--- config.mk ---
export PLATFORM = sky130hd
export DESIGN_NAME = mostrador_sequencia
export DESIGN_NICKNAME = d
export VERILOG_FILES = /design/src/rtl/mostrador_sequencia.sv
export SDC_FILE = /design/constraint.sdc
export NUM_CORES = 1
export LEC_CHECK = 0
export ABC_CLOCK_PERIOD_IN_PS = 2600
export BUFFER_PORTS_ARGS = -buffer_cell sky130_fd_sc_hd__buf_4
export CAP_MARGIN = 20
export CORE_MARGIN = 1
export CORE_UTILIZATION = 30
export DETAILED_ROUTE_END_ITERATION = 10
export GPL_ROUTABILITY_DRIVEN = 1
export PLACE_DENSITY_LB_ADDON = 0.25
export SYNTH_ARGS = -nofsm -noshare
export SYNTH_HDL_FRONTEND = slang
export SYNTH_SLANG_ARGS = --single-unit
--- constraint.sdc ---
create_clock -name clock -period 2.6 [get_ports clock]
set_clock_uncertainty 0.1 [all_clocks]
set_input_delay 0.26 -clock clock [delete_from_list [all_inputs] [get_ports clock]]
set_output_delay 0.26 -clock clock [all_outputs]
set_load 0.02 [all_outputs]
--- src/rtl/mostrador_sequencia.sv ---
// Sequence presenter for the memory game: walks the sequence memory from
// address 0 to a latched limit, lighting each entry for T_ACESO cycles and
// then blanking the LEDs for T_APAGADO cycles. Signals completion with a pronto pulse.
module mostrador_sequencia #(
    parameter int unsigned T_ACESO   = 1000,
    parameter int unsigned T_APAGADO = 500
) (
    input  logic       clock,
    input  logic       reset,
    input  logic       iniciar,
    input  logic       parar,
    input  logic [3:0] limite,
    input  logic [3:0] dado,
    output logic [3:0] endereco,
    output logic [3:0] leds,
    output logic       ocupado,
    output logic       pronto,
    output logic [3:0] db_estado
);

    localparam int unsigned T_MAX = (T_ACESO > T_APAGADO) ? T_ACESO : T_APAGADO;
    localparam int unsigned TW    = (T_MAX > 1) ? $clog2(T_MAX) : 1;

    // Enum codes double as the debug display codes
    typedef enum logic [3:0] {
        OCIOSO  = 4'd0,
        BUSCA   = 4'd1,
        ACESO   = 4'd2,
        APAGADO = 4'd3,
        FIM     = 4'd4
    } estado_t;

    estado_t         state_q, state_d;
    logic [TW-1:0]   timer, timer_d;
    logic [3:0]      limite_reg, limite_d;
    logic [3:0]      endereco_d, leds_d;
    logic            busy_c;

    // States in which the presenter owns the LEDs and parar is honoured
    always_comb begin
        busy_c = (state_q == BUSCA) || (state_q == ACESO) || (state_q == APAGADO);
    end

    // Next-state and next-datapath logic
    always_comb begin
        state_d    = state_q;
        timer_d    = timer;
        limite_d   = limite_reg;
        endereco_d = endereco;
        leds_d     = leds;
        case (state_q)
            OCIOSO: begin
                leds_d = '0;
                if (iniciar) begin
                    limite_d   = limite;
                    endereco_d = '0;
                    timer_d    = '0;
                    state_d    = BUSCA;
                end
            end
            BUSCA: begin
                // Memory data for the current address is valid by now
                leds_d  = dado;
                timer_d = '0;
                state_d = ACESO;
            end
            ACESO: begin
                if (timer == TW'(T_ACESO - 1)) begin
                    leds_d  = '0;
                    timer_d = '0;
                    state_d = APAGADO;
                end else begin
                    timer_d = timer + TW'(1);
                end
            end
            APAGADO: begin
                leds_d = '0;
                if (timer == TW'(T_APAGADO - 1)) begin
                    timer_d = '0;
                    // Equality before increment: address never wraps past 15
                    if (endereco == limite_reg) begin
                        state_d = FIM;
                    end else begin
                        endereco_d = endereco + 4'd1;
                        state_d    = BUSCA;
                    end
                end else begin
                    timer_d = timer + TW'(1);
                end
            end
            FIM: begin
                leds_d  = '0;
                timer_d = '0;
                state_d = OCIOSO;
            end
            default: begin
                leds_d  = '0;
                timer_d = '0;
                state_d = OCIOSO;
            end
        endcase
        // Abort overrides normal progress while playing; address is kept
        if (parar && busy_c) begin
            state_d    = OCIOSO;
            leds_d     = '0;
            timer_d    = '0;
            endereco_d = endereco;
        end
    end

    // State, datapath and registered status outputs with synchronous reset
    always_ff @(posedge clock) begin
        if (!reset) begin
            state_q    <= OCIOSO;
            timer      <= '0;
            limite_reg <= '0;
            endereco   <= '0;
            leds       <= '0;
            ocupado    <= 1'b0;
            pronto     <= 1'b0;
            db_estado  <= 4'd0;
        end else begin
            state_q    <= state_d;
            timer      <= timer_d;
            limite_reg <= limite_d;
            endereco   <= endereco_d;
            leds       <= leds_d;
            ocupado    <= (state_d == BUSCA) || (state_d == ACESO) || (state_d == APAGADO);
            pronto     <= (state_d == FIM);
            db_estado  <= state_d;
        end
    end

endmodule

### Word-level counts from Yosys, hierarchy flattened

Index checks and enable logic that the tools add are counted.

* register bits: 28
* input bits: 12
* output and inout port bits: 14
* word-level logic and storage cells: 51

* add/sub/neg operators: 2
* equal/unequal tests: 14
* multiplexer cells: 16
* bitwise logic cells: 2
* reduce and logical (&&, ||, !) cells: 10

Operator list (count)
* two-way mux 4 bit: 8
* two-way mux 10 bit: 3
* case mux 10 bit (3 select lines): 1
* == test 4 x 2 -> 1 bit (second input constant): 4
* case mux 4 bit (2 select lines): 2
* case mux 4 bit (4 select lines): 1
* adder 10 x 1 -> 10 bit (second input constant): 1
* == test 10 bit (second input constant): 1
* == test 10 x 9 -> 1 bit (second input constant): 1
* == test 4 x 1 -> 1 bit (second input constant): 2
* AND reduction 5 bit: 1
* adder 4 x 1 -> 4 bit (second input constant): 1
* == test 4 x 3 -> 1 bit (second input constant): 1
* == test 4 bit: 1
* zero test 4 bit: 1
* logical OR 1 bit: 4
* inequality test 2 x 1 -> 1 bit (second input constant): 2
* inequality test 2 bit (second input constant): 2
* two-way mux 3 bit: 1
* inverter 1 bit: 2
* AND reduction 2 bit: 1
* nonzero test 2 bit: 1
* OR reduction 2 bit: 1
* logical AND 1 bit: 1

### Depth between registers and ports, before layout

* depth in word-level cells: 8
* depth in mapped cells: 6
* depth with buffers taken out: 6

### Worst setup path before layout

Ideal clock, no wire load.

* kind: register to register
* from: register timer[0]
* to: register endereco[3]
* setup time: 0.072 ns
* arrival: 1.885 ns
* required time: 2.428 ns
* slack: 0.543 ns
* cell stages (with the launch flop): 7
* path buffers: 0
* period minus slack after synthesis: 2.057 ns
* cell sequence: dfxtp_1 -> ha_1 -> nand4_4 -> o41ai_4 -> o211ai_4 -> or4_1 -> a21oi_1

* longest elaborated chain between the ends: 3

Ends and longest elaborated chain
* from (decl): line 34 `logic [TW-1:0] timer, timer_d;`
* from (signal assigned): line 124 `timer <= timer_d;`
* == test 10 x 9 -> 1 bit: line 78 `if (timer == TW'(T_APAGADO - 1)) begin`
* inequality test 2 x 1 -> 1 bit (no source line)
* AND reduction 5 bit (no source line)
* to (signal assigned): line 126 `endereco <= endereco_d;`
* to (decl): line 14 `output logic [3:0] endereco,`

No other way between the ends.
A chain may end at the register's enable or synchronous reset.

### Final worst setup path

Ends and elaborated chain as after synthesis.

==> metrics.txt <==
status finished, final reports clean; clk_lat worst skew 0.28 ns; Slew Limit Fails 0; EDFF count, synth 0; Hold WC Path Type in2reg; PwrDens 485 nW/um2; Yosys top cell by area dfxtp_1; #FFs+latches synth 28; ANT cells 0; crit path max-delay cell type or4_1; I/O pin count 26; ys flop type dfxtp_1; RSZ-0062 raised after global routing false; most flop-heavy register timer; area share of the leading cell type in the synthesized netlist 0.421; Req. time, crit path 2.71 ns; Reg2Reg Depth 6; maximum VDD drop 0.302 mV; die area 4710 um2; Wirelength per Cell 13.2 um; clk slew on worst S/H paths 0.10 ns; largest cells by area after synthesis dfxtp_1, nor2_1, nand3_1, xnor2_1, nand2_1; Setup Viol. Count Final 0; period utilisation layout 0.865; hpwl dp 2300 um; Worst Setup End Kind register; core area 4140 um2; Root Buffer clkbuf_8; DRC violations left 0; H-tree levels 1; Max Cap Viol 0; Final nets 194; first-pass GRT wire length 5150 um; FF-to-FF End endereco[3]; DP Cell Count 225; CTS tree built; Port Buffer Count 25; Hold Path Cell Cnt 2; Worst Hold Launch parar; slew margin rel. 0.668; Lkg Pwr 0.604 nW; Clock Tree Buf Depth 2; worst-path cell chain ha_1 > nand4_4 > o41ai_4 > o211ai_4 > or4_1 > a21oi_1; Setup TNS Final 0 ns; largest net degree at the start of global routing 16; Hold Path Sink state_q[1]; Die Y-Extent 68.6 um; Tightest Pin Transition 0.494 ns; Fmax 0.445 GHz; delay-heaviest family, CP compound AO/OA/AOI/OAI gates; CTS Buf Count 3; commonest non-fill, non-tap cells in the layout dfxtp_1, buf_4, nor2_1, nand2_1, nand3_1; WHS 0.0796 ns; area delta synth->final 21.8%; most common cell after layout, fill and taps aside dfxtp_1; max reg flops 10; drt via density 5.19; sequential area share after synthesis 0.421; CTS sink count 28; Max stage delay on crit path 0.48 ns; CP startpoint kind register; crit path kind reg2reg; via count 1188; Fin. Hold Viols 0; CTS resizes 0; Site Rows 23; CP arrival 2.36 ns; crit path buf inv count 0; antenna viol nets, final 0; syn avg cell area 8.71 um2; Non-Filler Instances 229; flop-to-flop setup slack 0.35 ns; initial antenna violation count 0; GPL Wtd Cong 0.805; Routed Wire Length 3020 um; Mapped Cells 153; crit path max fanout 8; die width 68.6 um; Pre-antenna DRT Iters 4; Tot Pwr 0.000787 W; fraction of layout cells with a size suffix above 1 0.212; Yosys warnings 0; setup bufs post-CTS 0; DRT iter0 DRCs 43; gr usage total 0.146; Distinct cells, synth 41; Mapped Nets 167; vias in the first global route 1178; Final Core Density 0.392; mapped cell area 1330 um2; Worst R2R Start timer[0]; grt ovf 0; hold-fix buffers at CTS 0; Post-synth ARST share 0; Final Critical Period 2.25 ns; initial core utilization 0.322
[worst max path at each step]
stage / start / cells after the start / end / slack [ns]
6_report: timer[0] / 6 / endereco[3] / 0.35
5_1_grt: timer[0] / 6 / endereco[3] / 0.21
4_1_cts: timer[0] / 6 / endereco[3] / 0.32
3_5_place_dp: timer[0] / 6 / endereco[3] / 0.36
3_3_place_gp: timer[0] / 6 / endereco[3] / 0.45
2_1_floorplan: timer[0] / 6 / endereco[3] / 0.54
[synth_stat cells (2+ instances only)]
master    instances
a21oi_1           9
a22oi_1           4
a31oi_1           2
and2_1            2
buf_4             2
clkbuf_1          2
dfxtp_1          28
ha_1              2
inv_1             2
nand2_1          15
nand3_1          13
nand4_1           3
nor2_1           20
nor3_1            6
o21ai_0           6
or3_1             2
or4_1             2
xnor2_1           7
xor2_1            4
[worst register-to-register path: stages (launching register included)]
cell      delay [ns]
dfxtp_1         0.37
ha_1            0.31
nand4_4         0.16
o41ai_4         0.44
o211ai_4        0.17
or4_1           0.48
a21oi_1         0.15
[through the flow]
step | instance area [um2] | setup WS [ns]
4_1_cts | 1620 | 0.325
2_1_floorplan | 1330 | 0.543
6_report | 1620 | 0.351
5_1_grt | 1620 | 0.209
3_5_place_dp | 1570 | 0.360
3_3_place_gp | 1570 | 0.449
[logic make-up (layout without fill, tap and decap cells)]
family          after synthesis  count (layout)  share of synthesized area
compound gates               28              28                      0.158
xor+xnor                     11              11                     0.0723
fa+ha+maj                     2               2                     0.0188
buf+inv                       7              33                     0.0254
flops                        28              28                      0.421
other cells                   1               1                    0.00281
simple gates                 76              76                      0.302
[layer usage]
layer  GRT usage  vias up  part of all wire
met5           0        -                 0
met4      0.0339        0            0.0063
met3      0.0428        2             0.044
met2       0.254       30              0.49
met1       0.175      559              0.46
li1            -      597                 -
[area by class of cell]
cell class | count | area [um2]
sequential | 28 | 561
multi-input combinational | 118 | 738
fill | 444 | 2520
timing repair buffer | 26 | 195
tap | 50 | 62.6
inverter | 3 | 11.3
clock buffer | 4 | 55.1
[power by group]
group	switching, W	leakage (nW)	internal (W)	total (W)
Clock	0.000138	0.0288	0.000136	0.000274
Combinational	0.0000399	0.349	0.0000316	0.0000714
Sequential	0.00000613	0.227	0.000435	0.000442
Total	0.000184	0.604	0.000603	0.000787
No activity file was read; power rests on OpenSTA's default activity.
